===== config.mk =====
export PLATFORM = sky130hd
export DESIGN_NAME = prog_loader
export DESIGN_NICKNAME = d
export VERILOG_FILES = /design/src/rtl/prog_loader.sv
export SDC_FILE = /design/constraint.sdc
export NUM_CORES = 1
export LEC_CHECK = 0
export BUFFER_PORTS_ARGS = -buffer_cell sky130_fd_sc_hd__buf_2
export CORE_MARGIN = 2
export CORE_UTILIZATION = 31
export DETAILED_ROUTE_END_ITERATION = 6
export SYNTH_ARGS = -nofsm -noshare
export SYNTH_HDL_FRONTEND = slang
export SYNTH_SLANG_ARGS = --single-unit

===== constraint.sdc =====
create_clock -name clk -period 5.8 [get_ports clk]
set_clock_uncertainty 0.15 [all_clocks]
set_input_delay 0 -clock clk [delete_from_list [all_inputs] [get_ports clk]]
set_output_delay 0 -clock clk [all_outputs]
set_load 0.01 [all_outputs]

===== src/rtl/prog_loader.sv =====
// prog_loader
// -----------
// Upstream program-load stage for the tiny accumulator core. A host pushes
// IMEM_SZ program bytes followed by one checksum byte over an 8-bit pin bus
// using a 4-phase strobe/ack handshake. Each program byte becomes a single
// imem write cycle. The core is held in reset while a load is in progress.
// It is released only when the bytes plus the checksum sum to zero mod 2^INST_W.
//
// Handshake (host <-> loader, 4-phase):
//   host drives data_in, raises strobe_in; loader captures the byte and
//   raises ack_out; host drops strobe_in; loader drops ack_out once the
//   synchronized strobe is seen low; host may then start the next byte.
//   data_in must stay stable from the strobe rise until ack_out is seen high.
//
// Ports:
//   clk, rst_n      system clock, asynchronous active-low reset
//   load_req_in     async pin, rising edge starts/restarts a load session
//   strobe_in       async pin, host data-valid (4-phase)
//   data_in         async pin bus, captured when a strobe rise is detected
//   ack_out         handshake acknowledge to host
//   imem_we_out     one-cycle imem write enable per program byte
//   imem_waddr_out  imem write address (0..IMEM_SZ-1, in order)
//   imem_wdata_out  imem write data
//   core_run_out    1 = core runs, 0 = core held in reset
//   status_out      00 IDLE, 01 LOAD/CHECK, 10 RUN, 11 ERROR (FSM debug view)
//   byte_cnt_out    bytes accepted this session, 0..IMEM_SZ+1
module prog_loader #(
  parameter int IMEM_SZ     = 16,
  parameter int INST_W      = 8,
  parameter int SYNC_STAGES = 2,
  parameter bit AUTO_RUN    = 1'b1
) (
  input  logic              clk,
  input  logic              rst_n,
  input  logic              load_req_in,
  input  logic              strobe_in,
  input  logic [INST_W-1:0] data_in,
  output logic              ack_out,
  output logic              imem_we_out,
  output logic [3:0]        imem_waddr_out,
  output logic [INST_W-1:0] imem_wdata_out,
  output logic              core_run_out,
  output logic [1:0]        status_out,
  output logic [4:0]        byte_cnt_out
);

  typedef enum logic [2:0] {
    S_IDLE,
    S_LOAD,
    S_CHECK,
    S_RUN,
    S_ERROR
  } state_t;

  localparam state_t     RST_STATE = AUTO_RUN ? S_RUN : S_IDLE;
  localparam logic [4:0] CNT_LAST  = 5'(IMEM_SZ);
  localparam logic [4:0] CNT_DONE  = 5'(IMEM_SZ + 1);

  // ---------------------------------------------------------------------------
  // Input synchronizers. Each pin goes through SYNC_STAGES flops; the last
  // stage is compared with its previous value and the rise is registered, so
  // a pin rise is seen as a one-cycle pulse SYNC_STAGES+1 cycles later.
  // ---------------------------------------------------------------------------
  logic [SYNC_STAGES-1:0] load_sync;
  logic [SYNC_STAGES-1:0] strb_sync;
  logic                   load_last;
  logic                   strb_last;
  logic                   load_rise;
  logic                   strb_rise;
  logic                   strb_level;

  assign strb_level = strb_sync[SYNC_STAGES-1];

  always_ff @(posedge clk or negedge rst_n) begin
    if (!rst_n) begin
      load_sync <= '0;
      strb_sync <= '0;
      load_last <= 1'b0;
      strb_last <= 1'b0;
      load_rise <= 1'b0;
      strb_rise <= 1'b0;
    end else begin
      load_sync <= {load_sync[SYNC_STAGES-2:0], load_req_in};
      strb_sync <= {strb_sync[SYNC_STAGES-2:0], strobe_in};
      load_last <= load_sync[SYNC_STAGES-1];
      strb_last <= strb_level;
      load_rise <= load_sync[SYNC_STAGES-1] & ~load_last;
      strb_rise <= strb_level & ~strb_last;
    end
  end

  // ---------------------------------------------------------------------------
  // Session FSM: state register
  // ---------------------------------------------------------------------------
  state_t            state, state_n;
  logic [4:0]        count, count_n;
  logic [INST_W-1:0] sum, sum_n;
  logic              ack_n;
  logic              we_n;
  logic [3:0]        waddr_n;
  logic [INST_W-1:0] wdata_n;
  logic              run_n;
  logic [4:0]        count_inc;
  logic [INST_W-1:0] sum_add;

  assign count_inc = count + 5'd1;
  assign sum_add   = sum + data_in;

  always_ff @(posedge clk or negedge rst_n) begin
    if (!rst_n) begin
      state          <= RST_STATE;
      count          <= '0;
      sum            <= '0;
      ack_out        <= 1'b0;
      imem_we_out    <= 1'b0;
      imem_waddr_out <= '0;
      imem_wdata_out <= '0;
      core_run_out   <= AUTO_RUN;
    end else begin
      state          <= state_n;
      count          <= count_n;
      sum            <= sum_n;
      ack_out        <= ack_n;
      imem_we_out    <= we_n;
      imem_waddr_out <= waddr_n;
      imem_wdata_out <= wdata_n;
      core_run_out   <= run_n;
    end
  end

  // ---------------------------------------------------------------------------
  // Session FSM: next state and registered outputs
  // ---------------------------------------------------------------------------
  always_comb begin
    state_n = state;
    count_n = count;
    sum_n   = sum;
    // ack falls once the synchronized strobe has been seen low
    ack_n   = ack_out & strb_level;
    we_n    = 1'b0;
    waddr_n = imem_waddr_out;
    wdata_n = imem_wdata_out;

    if (load_rise) begin
      // A load request wins over everything, including a coincident strobe.
      state_n = S_LOAD;
      count_n = '0;
      sum_n   = '0;
      ack_n   = 1'b0;
    end else if (strb_rise) begin
      case (state)
        S_LOAD: begin
          we_n    = 1'b1;
          waddr_n = count[3:0];
          wdata_n = data_in;
          sum_n   = sum_add;
          count_n = count_inc;
          ack_n   = 1'b1;
          if (count_inc == CNT_LAST) state_n = S_CHECK;
        end
        S_CHECK: begin
          count_n = CNT_DONE;
          ack_n   = 1'b1;
          state_n = (sum_add == '0) ? S_RUN : S_ERROR;
        end
        default: ;  // strobes outside a session are ignored
      endcase
    end

    run_n = (state_n == S_RUN);
  end

  always_comb begin
    status_out = 2'b00;
    case (state)
      S_IDLE:          status_out = 2'b00;
      S_LOAD, S_CHECK: status_out = 2'b01;
      S_RUN:           status_out = 2'b10;
      S_ERROR:         status_out = 2'b11;
      default:         status_out = 2'b00;
    endcase
  end

  assign byte_cnt_out = count;

endmodule


# Yosys cells after proc, flatten, opt, wreduce, memory -nomap -nowiden
# Cells that the tools add are included.
# totals
inputBits	12
regBits	39
out_inout_bits	22
# classes
mux	18
eq_ne	6
n_reduce_logical	8
n_bitwise	6
addsub	2
# op_table
operator	n
8-bit two-way mux	3
3-bit two-way mux	4
5-bit two-way mux	2
5-bit case mux with 2 select lines	1
3-bit by 2-bit == test with 1-bit output (second input constant)	3
8-bit adder	1
8-bit zero test	1
1-bit two-way mux	6
2-bit case mux with 3 select lines	1
3-bit case mux with 2 select lines	1
5-bit by 1-bit adder with 5-bit output (second input constant)	1
5-bit == test (second input constant)	1
2-bit AND reduction	2
2-bit nonzero test	2
1-bit bitwise AND	3
3-bit by 1-bit == test with 1-bit output (second input constant)	1
3-bit == test (second input constant)	1
1-bit NOT	3
3-bit AND reduction	1
3-bit nonzero test	1
2-bit OR reduction	1

# Longest topological paths before layout
# depth
depth_word	7
ltp_mapped	8
mapped_depth_nobuf	8

# Worst setup path before layout
# OpenSTA, ideal clock, no wires.
# synth_timing
path_kind	register to register
startpoint	register sum[0]
endpoint	register core_run_out
setup_slack_ps	3372
setup_time_ps	96
t_required_ps	5554
path_buffers	0
stages_incl_launch_ff	9
t_arrival_ps	2183
period_less_slack_ps	2428
cell_sequence	dfrtp_1 ha_1 fa_1 a211oi_1 or4_1 o2111ai_1 nor4_1 nand2_1 o32ai_1
# synth_via
elab_chain_len	7
# synth_lines
element	line_no	source
start, declared	97	logic [INST_W-1:0] sum, sum_n;
start signal, assigned	122	sum <= sum_n;
8-bit adder	107	assign sum_add = sum + data_in;
8-bit zero test	164	state_n = (sum_add == '0) ? S_RUN : S_ERROR;
3-bit two-way mux	164	
3-bit case mux with 2 select lines	151	case (state)
3-bit two-way mux	150	end else if (strb_rise) begin
3-bit two-way mux	144	if (load_rise) begin
3-bit by 2-bit == test with 1-bit output	170	run_n = (state_n == S_RUN);
net run_n	102	logic run_n;
end signal, assigned	127	core_run_out <= run_n;
end, declared	42	output logic core_run_out,
# The timed path passes the listed nets, and every way through them passes these cells.
# A chain may end at the register's enable or synchronous reset.

# Worst setup path in the final report
# layout_timing
startpoint	input port data_in[0]
endpoint	register core_run_out
# layout_via
elab_chain_len	7
# layout_lines
element	line_no	source
start, declared	37	input logic [INST_W-1:0] data_in,
8-bit adder	107	
8-bit zero test	164	
3-bit two-way mux	164	
3-bit case mux with 2 select lines	151	
3-bit two-way mux	150	
3-bit two-way mux	144	
3-bit by 2-bit == test with 1-bit output	170	
net run_n	102	
# The timed path passes the listed nets, and every way through them passes these cells.

==> results.ini <==
[clocking]
cts_tree = built
cts_setup_buffers = 0
clk_latency_ps = 290
cts_max_level = 2
cts.clk_slew.worst_paths_ps = 80
cts_sinks = 39
clockBufferDepth = 2
cts.repair.resized = 0
cts_buffers = 5
ctsRootBufferMaster = clkbuf_8

[logic_synthesis]
synth_top_area_cell = dfrtp_1
synth_area_um2 = 1970
yosys_warnings = 0
synth_top_area_share = 0.458
synth_seq_cells = 39
synth_edf_count = 0
synth.distinct_cells = 46
ys.flop_type = dfrtp_1
yosys-top-cells-area = dfrtp_1 46%, mux2_2 6.9%, ha_1 5.1%
synth-seq-area-share = 0.498
synthArstFlopShare = 1.00
netlist_instances = 188
syn_nets = 209
syn_avg_cell_area_um2 = 10.5

[critical_path]
arrival_ps = 2800
max_stage_delay_ps = 530
startpoint_type = primary input
critical_path_class = primary input to flip-flop
crit_buf_inv = 2
cp_slowest_cell = dlygate4sd3_1
path_max_fanout = 3
path_delay_family = compound AO/OA/AOI/OAI gates
crit_path_cell_trace = dlygate4sd3_1 > buf_2 > ha_1 > fa_1 > a211oi_1 > or4_1 > o2111ai_1 > nor4_1 > nand2_1 > o32ai_1
worstSetupEndpointType = flip-flop
required_ps = 5830

[power_and_ir_drop]
power_density_nw_per_um2 = 303
p_total_mw = 0.721
p_leak_nw = 1.06
ir_drop_v = 0.000176

[timing]
fin_crit_sh = 0.478
period_minus_slack_ps = 2770
slew_violations = 0
setup_slack_ps = 3030
final_hold_viol_count = 0
rsz0062_at_grt = false
tightest_slew_ps = 851
max_freq_mhz = 361
setup_viol = 0
slew_headroom = 0.433
setup_tns_ps = 0

[placement]
dp_slack_ps = 3040
place_inst = 291
gp_congestion = 0.785
dpl.hpwl_um = 2770
numPortBuffers = 33

[layout]
drive_above_1_share = 0.262
stdcell_count = 310
seq_area_um2 = 980
finalNetCount = 253
multiInputGateArea_um2 = 921
diodes = 0
syn_to_final_growth_pct = 21.1
fillers = 635

[floorplan]
die_height_um = 83.6
die-area_um2 = 6990
core_area_um2 = 6240
io_pins = 34
die_w_um = 83.6
num_rows = 29
start_util = 0.315

[drt]
wl_um = 3900
ant_nets = 0
drtIter0Drc = 50
dr.pass1.iters = 4
drc = 0
wl_per_cell_um = 12.6
viasPerCell = 4.83
vias = 1498

[outcome]
status = finished clean

[global_route]
track_usage = 0.117
grt_pass1_wl_um = 6640
grt_start_max_net_pins = 40
grt_overflow = 0
antenna_found_initial = 0
grt_pass1_vias = 1418

[worst_hold_path]
worstHoldPathType = primary input to asynchronous set/reset pin

[job]
maxCapViolations = 0

==> stage by stage <==
| stage | utilization | area [um^2] | hold WS, ps |
|---|---|---|---|
| floorplan | - | 1970 | -446 |
| global placement | 0.350 | 2180 | -41.7 |
| detailed placement | 0.350 | 2180 | -40.3 |
| CTS | 0.381 | 2380 | 192 |
| global route | 0.381 | 2380 | 208 |
| finish | 0.381 | 2380 | 198 |
==> cells in the mapped netlist, types with 2 or more instances <==
library cell  instances
a211oi_1              3
a21oi_1              17
buf_4                 2
clkbuf_1              3
dfrtp_1              36
dfstp_2               3
ha_1                  8
inv_1                 6
mux2_2               12
nand2_1              19
nand2b_1              3
nand3_1               6
nand4b_1              2
nor2_1               15
nor2b_1               2
nor3_1                2
nor3b_1               2
o211ai_1              3
o21ai_0               9
or3_1                 3
or3b_2                2
or4_1                 2
xnor2_1               4
xor2_1                2
==> placed cells by master (no fill, tap or decap), types with 4 or more instances in the layout <==
cell           count
a21oi_1           17
buf_2             33
clkbuf_8           5
dfrtp_1           36
dlygate4sd3_1     11
ha_1               8
inv_1              6
mux2_2            12
nand2_1           19
nand3_1            6
nor2_1            15
o21ai_0            9
xnor2_1            4
==> kinds of logic (layout without fill, tap and decap cells) <==
logic type,count (synthesis),after routing,synth area share
DFF,39,39,0.498
and+or+nand+nor,68,68,0.183
AOI/OAI and AO/OA,41,41,0.129
adders and majority gates,9,9,0.0611
buffers and inverters,13,58,0.0331
muxes,12,12,0.0687
xor gates and xnor gates,6,6,0.0267
==> sequential cells by signal, summed over array words and instances, names as in the netlist <==
| register | cells |
|---|---|
| strb_sync | 2 |
| imem_wdata_out | 8 |
| load_sync | 2 |
| strb_rise | 1 |
| sum | 8 |
| ack_out | 1 |
| load_last | 1 |
| imem_waddr_out | 4 |
| strb_last | 1 |
| core_run_out | 1 |
| imem_we_out | 1 |
| load_rise | 1 |
| byte_cnt_out | 5 |
| state | 3 |
==> layout make-up <==
| type | count | share of cell area |
|---|---|---|
| multi-input combinational | 136 | 0.387 |
| tap | 77 | 0.0405 |
| inverter | 6 | 0.00946 |
| clock inverter | 2 | 0.00526 |
| timing repair buffer | 44 | 0.116 |
| sequential | 39 | 0.412 |
| clock buffer | 6 | 0.0305 |
==> routing by layer <==
| metal | part of all wire | global-route usage | vias to the layer above |
|---|---|---|---|
| met5 | 0 | 0 | - |
| met1 | 0.51 | 0.167 | 705 |
| met3 | 0.044 | 0.0317 | 4 |
| li1 | - | - | 758 |
| met4 | 0.010 | 0.0396 | 0 |
| met2 | 0.44 | 0.171 | 31 |
==> power breakdown <==
part	internal, mW	switching [mW]	leakage [nW]	total, mW
logic	0.0960	0.108	0.539	0.204
registers	0.311	0.0290	0.479	0.340
clock network	0.0840	0.0935	0.0412	0.178
==> what timing repair did <==
action	4_1_cts	5_1_grt
setup endpoints to repair	0	0
endpoints found under the hold margin	46	0
hold buffers	11	0
==> final timing paths <==
check / startpoint / to / slack, ps / cells after the start
setup / recovery: data_in[0] / core_run_out / 3030 / 10
hold / removal: rst_n / strb_sync[0] / 200 / 2
setup reg to reg: sum[0] / core_run_out / 3040 / 8
hold reg to reg: load_sync[0] / load_sync[1] / 200 / 0
max in group asynchronous: rst_n / sum[6] / 4760 / 2
min in group clk: load_sync[0] / load_sync[1] / 200 / 0
No activity file was read; power rests on OpenSTA's default activity.
